**config.mk**
```make
export PLATFORM = sky130hd
export DESIGN_NAME = axil_cpu_router
export DESIGN_NICKNAME = d
export VERILOG_FILES = /design/src/rtl/axil_cpu_router.sv
export SDC_FILE = /design/constraint.sdc
export NUM_CORES = 1
export LEC_CHECK = 0
export ABC_AREA = 1
export CORE_AREA = 2 2 185 187
export CTS_CLUSTER_SIZE = 24
export DETAILED_ROUTE_END_ITERATION = 7
export DIE_AREA = 0 0 187 189
export HOLD_SLACK_MARGIN = 0.06
export PLACE_DENSITY = 0.72
export SLEW_MARGIN = 30
export SYNTH_ARGS = -nofsm -noshare
export SYNTH_HDL_FRONTEND = slang
export SYNTH_SLANG_ARGS = --single-unit
```
**constraint.sdc**
```tcl
create_clock -name aclk -period 2.6 [get_ports aclk]
set_input_delay 0.26 -clock aclk [delete_from_list [all_inputs] [get_ports aclk]]
set_output_delay 0.26 -clock aclk [all_outputs]
set_load 0.03 [all_outputs]
```
**src/rtl/axil_cpu_router.sv**
```systemverilog
// Routes one PS AXI4-Lite master to NS register slaves with address decode,
// a single transaction in flight, alternating read/write priority and a hang timeout.
module axil_cpu_router #(
  parameter int NS = 4,
  parameter int AW = 40,
  parameter int DW = 32,
  parameter logic [NS*AW-1:0] BASE = {40'h00_A000_3000, 40'h00_A000_2000,
                                      40'h00_A000_1000, 40'h00_A000_0000},
  parameter logic [NS*AW-1:0] MASK = {NS{40'hFF_FFFF_F000}},
  parameter int TIMEOUT = 255
) (
  input  logic              aclk,
  input  logic              aresetn,
  input  logic [AW-1:0]     s_axi_awaddr,
  input  logic [2:0]        s_axi_awprot,
  input  logic              s_axi_awvalid,
  output logic              s_axi_awready,
  input  logic [DW-1:0]     s_axi_wdata,
  input  logic [DW/8-1:0]   s_axi_wstrb,
  input  logic              s_axi_wvalid,
  output logic              s_axi_wready,
  output logic [1:0]        s_axi_bresp,
  output logic              s_axi_bvalid,
  input  logic              s_axi_bready,
  input  logic [AW-1:0]     s_axi_araddr,
  input  logic [2:0]        s_axi_arprot,
  input  logic              s_axi_arvalid,
  output logic              s_axi_arready,
  output logic [DW-1:0]     s_axi_rdata,
  output logic [1:0]        s_axi_rresp,
  output logic              s_axi_rvalid,
  input  logic              s_axi_rready,
  output logic [AW-1:0]     m_axi_awaddr,
  output logic [2:0]        m_axi_awprot,
  output logic [NS-1:0]     m_axi_awvalid,
  input  logic [NS-1:0]     m_axi_awready,
  output logic [DW-1:0]     m_axi_wdata,
  output logic [DW/8-1:0]   m_axi_wstrb,
  output logic [NS-1:0]     m_axi_wvalid,
  input  logic [NS-1:0]     m_axi_wready,
  input  logic [2*NS-1:0]   m_axi_bresp,
  input  logic [NS-1:0]     m_axi_bvalid,
  output logic [NS-1:0]     m_axi_bready,
  output logic [AW-1:0]     m_axi_araddr,
  output logic [2:0]        m_axi_arprot,
  output logic [NS-1:0]     m_axi_arvalid,
  input  logic [NS-1:0]     m_axi_arready,
  input  logic [NS*DW-1:0]  m_axi_rdata,
  input  logic [2*NS-1:0]   m_axi_rresp,
  input  logic [NS-1:0]     m_axi_rvalid,
  output logic [NS-1:0]     m_axi_rready,
  output logic [2:0]        dbg_state
);
  localparam int SW = (NS > 1) ? $clog2(NS) : 1;
  localparam int TW = $clog2(TIMEOUT + 1);

  // Handshakes: a transfer happens on a rising edge where valid and ready are both high.
  typedef enum logic [2:0] {IDLE = 3'd0, W_FWD, W_RESP, R_FWD, R_RESP, RESP} state_t;

  state_t          state;
  logic            prio_rd, is_wr;
  logic [TW-1:0]   timer;
  logic [SW-1:0]   sel_q, hit_idx;
  logic            hit, wr_cand, rd_cand, tmo, progress, busy, aw_left, w_left;
  logic [AW-1:0]   dec_addr;
  logic [1:0]      sel_bresp, sel_rresp, resp_q;
  logic [DW-1:0]   sel_rdata, rdata_q;
  logic            awready_q, wready_q, arready_q, bvalid_q, rvalid_q;

  assign wr_cand  = s_axi_awvalid & s_axi_wvalid;
  assign rd_cand  = s_axi_arvalid;
  assign dec_addr = awready_q ? s_axi_awaddr : s_axi_araddr;
  assign tmo      = (timer == TW'(TIMEOUT));
  assign aw_left  = |(m_axi_awvalid & ~m_axi_awready);
  assign w_left   = |(m_axi_wvalid & ~m_axi_wready);
  assign busy     = (state == W_FWD) || (state == W_RESP) || (state == R_FWD) || (state == R_RESP);

  always_comb begin
    hit = 1'b0;
    hit_idx = '0;
    for (int i = NS - 1; i >= 0; i--) begin
      if ((dec_addr & MASK[i*AW +: AW]) == BASE[i*AW +: AW]) begin
        hit = 1'b1;
        hit_idx = SW'(i);
      end
    end
  end

  always_comb begin
    sel_bresp = '0;
    sel_rresp = '0;
    sel_rdata = '0;
    for (int i = 0; i < NS; i++) begin
      if (sel_q == SW'(i)) begin
        sel_bresp = m_axi_bresp[2*i +: 2];
        sel_rresp = m_axi_rresp[2*i +: 2];
        sel_rdata = m_axi_rdata[i*DW +: DW];
      end
    end
  end

  // Only the selected slave ever has valid/ready set, so OR-reductions are per-slave.
  always_comb begin
    progress = 1'b0;
    case (state)
      W_FWD:   progress = !aw_left && !w_left;
      W_RESP:  progress = |(m_axi_bvalid & m_axi_bready);
      R_FWD:   progress = |(m_axi_arready & m_axi_arvalid);
      R_RESP:  progress = |(m_axi_rvalid & m_axi_rready);
      default: progress = 1'b0;
    endcase
  end

  always_ff @(posedge aclk or negedge aresetn) begin
    if (!aresetn) begin
      state <= IDLE;  prio_rd <= 1'b0;  is_wr <= 1'b0;  timer <= '0;  sel_q <= '0;
      awready_q <= 1'b0;  wready_q <= 1'b0;  arready_q <= 1'b0;
      bvalid_q <= 1'b0;  rvalid_q <= 1'b0;  resp_q <= '0;  rdata_q <= '0;
      m_axi_awaddr <= '0;  m_axi_awprot <= '0;  m_axi_wdata <= '0;  m_axi_wstrb <= '0;
      m_axi_araddr <= '0;  m_axi_arprot <= '0;
      m_axi_awvalid <= '0;  m_axi_wvalid <= '0;  m_axi_bready <= '0;
      m_axi_arvalid <= '0;  m_axi_rready <= '0;
    end else begin
      if (busy) timer <= timer + 1'b1;
      case (state)
        IDLE: begin
          if (awready_q || arready_q) begin
            awready_q <= 1'b0;
            wready_q  <= 1'b0;
            arready_q <= 1'b0;
            is_wr     <= awready_q;
            sel_q     <= hit_idx;
            if (awready_q) begin
              m_axi_awaddr <= s_axi_awaddr;
              m_axi_awprot <= s_axi_awprot;
              m_axi_wdata  <= s_axi_wdata;
              m_axi_wstrb  <= s_axi_wstrb;
            end else begin
              m_axi_araddr <= s_axi_araddr;
              m_axi_arprot <= s_axi_arprot;
            end
            if (!hit) begin
              resp_q   <= 2'b11;
              rdata_q  <= '0;
              bvalid_q <= awready_q;
              rvalid_q <= !awready_q;
              state    <= RESP;
            end else if (awready_q) begin
              m_axi_awvalid[hit_idx] <= 1'b1;
              m_axi_wvalid[hit_idx]  <= 1'b1;
              state <= W_FWD;
            end else begin
              m_axi_arvalid[hit_idx] <= 1'b1;
              state <= R_FWD;
            end
          end else if (wr_cand && (!rd_cand || !prio_rd)) begin
            awready_q <= 1'b1;
            wready_q  <= 1'b1;
            prio_rd   <= ~prio_rd;
            timer     <= '0;
          end else if (rd_cand) begin
            arready_q <= 1'b1;
            prio_rd   <= ~prio_rd;
            timer     <= '0;
          end
        end
        W_FWD: begin
          m_axi_awvalid <= m_axi_awvalid & ~m_axi_awready;
          m_axi_wvalid  <= m_axi_wvalid & ~m_axi_wready;
          if (progress) begin
            m_axi_bready[sel_q] <= 1'b1;
            state <= W_RESP;
          end
        end
        W_RESP: if (progress) begin
          m_axi_bready <= '0;
          resp_q   <= sel_bresp;
          bvalid_q <= 1'b1;
          state    <= RESP;
        end
        R_FWD: if (progress) begin
          m_axi_arvalid <= '0;
          m_axi_rready[sel_q] <= 1'b1;
          state <= R_RESP;
        end
        R_RESP: if (progress) begin
          m_axi_rready <= '0;
          resp_q   <= sel_rresp;
          rdata_q  <= sel_rdata;
          rvalid_q <= 1'b1;
          state    <= RESP;
        end
        RESP: if ((bvalid_q && s_axi_bready) || (rvalid_q && s_axi_rready)) begin
          bvalid_q <= 1'b0;
          rvalid_q <= 1'b0;
          state    <= IDLE;
        end
        default: state <= IDLE;
      endcase
      // A hung slave is abandoned; its late response is never accepted.
      if (busy && tmo && !progress) begin
        m_axi_awvalid <= '0;  m_axi_wvalid <= '0;  m_axi_bready <= '0;
        m_axi_arvalid <= '0;  m_axi_rready <= '0;
        resp_q   <= 2'b10;
        rdata_q  <= '0;
        bvalid_q <= is_wr;
        rvalid_q <= !is_wr;
        state    <= RESP;
      end
    end
  end

  assign s_axi_awready = awready_q;
  assign s_axi_wready  = wready_q;
  assign s_axi_arready = arready_q;
  assign s_axi_bvalid  = bvalid_q;
  assign s_axi_rvalid  = rvalid_q;
  assign s_axi_bresp   = resp_q;
  assign s_axi_rresp   = resp_q;
  assign s_axi_rdata   = rdata_q;
  assign dbg_state     = state;
endmodule

```
==> flow_metrics.py, run 1 <==
metrics = {
    "finish": {
        "nNetsFinal": 1814,
        "mostFrequentLayoutCell": "clkdlybuf4s50_1",
        "layout_common_cells": "clkdlybuf4s50_1, nand2_1, dfrtp_1",
        "n_antenna_cell": 0,
        "syn_to_final_growth_pct": 63.2,
        "post_route_cells_drive_above_1_share_pct": 13.3,
    },
    "global_routing": {
        "grt_max_degree": 70,
        "first_global_vias": 9664,
        "antenna_found_initial": 0,
        "grt_usage_pct": 20.4,
        "grt_overflow": 0,
        "grt_pass1_wl_um": 56200,
    },
    "cts": {
        "cts_tree": "built",
        "clk_pin_slew_ps": 90,
        "clock_latency_ps": 440,
        "clock-root-buffer": "clkbuf_16",
        "post_cts_buffers": 0,
        "clk_path_buf_depth": 2,
        "cts-htree-levels": 4,
        "clock_sinks": 195,
        "numCtsBuffers": 17,
    },
    "floorplanning": {
        "dieArea_sq_um": 35300,
        "die_w_um": 187,
        "io_pins": 479,
        "start_util_pct": 28.6,
        "core_area_sq_um": 33300,
        "die_y_um": 189,
        "fp-row-count": 67,
    },
    "drt": {
        "drc_errors": 0,
        "firstDrtPassIters": 5,
        "wire_per_inst_um": 18.4,
        "num_vias": 9350,
        "ant_nets": 0,
        "via_per_inst": 4.72,
        "first_iter_violations": 409,
        "wl_um": 36400,
    },
    "setup_path": {
        "path_cells": "inv_2, nand3_1, nand2_1, nand2_1, nor2_1, nand2_1, nand2_1, nand2_1, nand3_2, nand2_2, nand2_4, buf_12, nand2_1, o21ai_1",
        "crit_buf_inv": 2,
        "worstPathMaxFanout": 29,
        "cp_common_cell": "nand2_1",
        "worstSetupPathDepth": 14,
        "reg2reg_depth": 14,
        "max_stage_delay_ps": 470,
        "cp_top_family": "simple AND/OR/NAND/NOR gates",
        "start_kind": "flip-flop",
        "path_class": "reg -> reg",
        "end_kind": "flip-flop",
        "critPathLaunch": "s_axi_wready",
        "r2r_start": "s_axi_wready",
        "critPathRequiredTime_ps": 2960,
        "arrival_ps": 2690,
        "r2r-end": "s_axi_rdata[16]",
        "r2r_slack_ps": 270,
        "cp_slowest_cell": "dfrtp_2",
        "critPathCapture": "s_axi_rdata[16]",
    },
    "synth": {
        "synth_cells": 1036,
        "ys_warn_count": 0,
        "syn_area_per_cell_sq_um": 9.19,
        "syn_nets": 1330,
        "synth_top_area_share_pct": 51.2,
        "ys_ff_latch": 195,
        "synth_top_cell_by_area": "dfrtp_1",
        "synthTopCellsByArea": "dfrtp_1, mux2_2, nand2_1",
        "synth_cell_types": 37,
        "synth-seq-area-share_pct": 51.2,
        "synthFlopType": "dfrtp_1",
        "synthArstFlopShare_pct": 100,
        "synth_edf_count": 0,
        "netlist_area_sq_um": 9520,
    },
    "place": {
        "port_buffers": 478,
        "hpwlAfterDp_um": 28900,
        "gp_congestion": 0.891,
    },
    "timing": {
        "hold_slack_ps": 386,
        "worst_slew_pin_slew_ps": 877,
        "slew_viol_final": 0,
        "slew_headroom_pct": 41.5,
        "fmax_mhz": 429,
        "finalSetupTns_ps": 0,
        "final-setup-viol-count": 0,
        "post-route-period-util_pct": 89.6,
        "rsz0062_at_grt": "false",
        "hold_viol": 0,
        "fin_crit_ps": 2330,
        "finalClockSkew_ps": 17.0,
    },
    "pwr": {
        "power_density_nw_per_um2": 1200,
        "vdd_drop_max_mv": 0.770,
        "leakage_nw": 6.70,
    },
    "status": {
        "status": "completed",
    },
    "hold_path": {
        "hold_class": "in -> async",
    },
    "job": {
        "maxCapViolCount": 0,
    },
}
worst register-to-register path, stage by stage, from the launching register on:
cell,delay (ps)
dfrtp_2,470
inv_2,230
nand3_1,150
nand2_1,200
nand2_1,100
nor2_1,110
nand2_1,50
nand2_1,60
nand2_1,70
nand3_2,180
nand2_2,100
nand2_4,190
buf_12,210
nand2_1,70
o21ai_1,80
cells by family (layout without fill, tap and decap cells):
logic type | after synthesis | in the layout | share of synthesized area (%)
simple gates | 396 | 396 | 17.9
compound gates | 212 | 212 | 12.9
flops | 195 | 195 | 51.2
buf+inv | 133 | 630 | 6.14
mux | 98 | 98 | 11.6
fa+ha+maj | 1 | 1 | 0.131
xor+xnor | 1 | 1 | 0.0920
metrics by stage:
step	worst slack, ps	utilization, %	std cells	total power, W	instance area (sq um)
floorplan	540	-	1036	0.0115	9520
finish	272	46.7	1981	0.0186	15500
global route	56.1	46.7	1981	0.0197	15500
global placement	205	44.9	1948	0.0159	15000
detailed placement	137	44.9	1948	0.0160	15000
CTS	236	46.7	1981	0.0188	15500
flip-flops by register name, indices dropped and copies added, names as in the netlist, 4 cells and up:
signal,flops
m_axi_araddr,40
m_axi_awaddr,40
m_axi_wdata,32
s_axi_rdata,32
timer,8
m_axi_arvalid,4
m_axi_awvalid,4
m_axi_bready,4
m_axi_rready,4
m_axi_wstrb,4
m_axi_wvalid,4
what timing repair did:
item	in CTS	in global routing
hold buffers	1	0
resized for setup	0	1
endpoints found under the hold margin	65	0
setup endpoints to repair	0	3
synthesized netlist by cell type, types with 6 or more instances:
| master | instances |
|---|---|
| buf_2 | 17 |
| o21ai_0 | 79 |
| inv_1 | 72 |
| nor2_2 | 6 |
| nand4_1 | 9 |
| dfrtp_1 | 195 |
| nor2_1 | 77 |
| inv_2 | 9 |
| o211ai_1 | 39 |
| buf_6 | 6 |
| a21oi_1 | 27 |
| nand2_1 | 226 |
| nand3_1 | 59 |
| mux2_2 | 98 |
| o21ai_1 | 42 |
| o22ai_1 | 17 |
| clkbuf_1 | 21 |
report_power, final:
part	total (W)	switching, W	internal, W
registers	0.00522	0.000846	0.00437
logic	0.0107	0.00626	0.00447
clock network	0.00262	0.00134	0.00128
total	0.0186	0.00845	0.0101
layout make-up:
| class | instances | area (sq um) |
|---|---|---|
| fill | 3178 | 17700 |
| timing repair buffer | 515 | 5140 |
| sequential | 195 | 4880 |
| multi-input combinational | 708 | 4070 |
| tap | 448 | 561 |
| clock buffer | 18 | 429 |
| inverter | 83 | 312 |
| clock inverter | 14 | 143 |
worst min path at each step:
stage                startpoint                to  slack [ps]  cells past startpoint
6_report                aresetn   m_axi_araddr[9]         390                      2
5_1_grt        s_axi_araddr[28]  m_axi_araddr[28]         400                      3
4_1_cts        s_axi_awaddr[38]  m_axi_awaddr[38]         370                      3
3_5_place_dp            aresetn   m_axi_araddr[9]         340                      1
3_3_place_gp            aresetn   m_axi_araddr[9]         320                      1
2_1_floorplan           aresetn      dbg_state[0]         -40                      0
routing by layer:
metal	routed length, um	global-route usage (%)
met5	0	0
met4	810	6.04
met3	2690	6.08
met2	18300	36.3
met1	14500	23.6
No activity file was read; power rests on OpenSTA's default activity.
==> run 2, diff against run 1 <==
CAP_MARGIN = 20   (was not set)
==> results of run 2 <==
Final layout, timing and power as in run 1 (identical DEF).
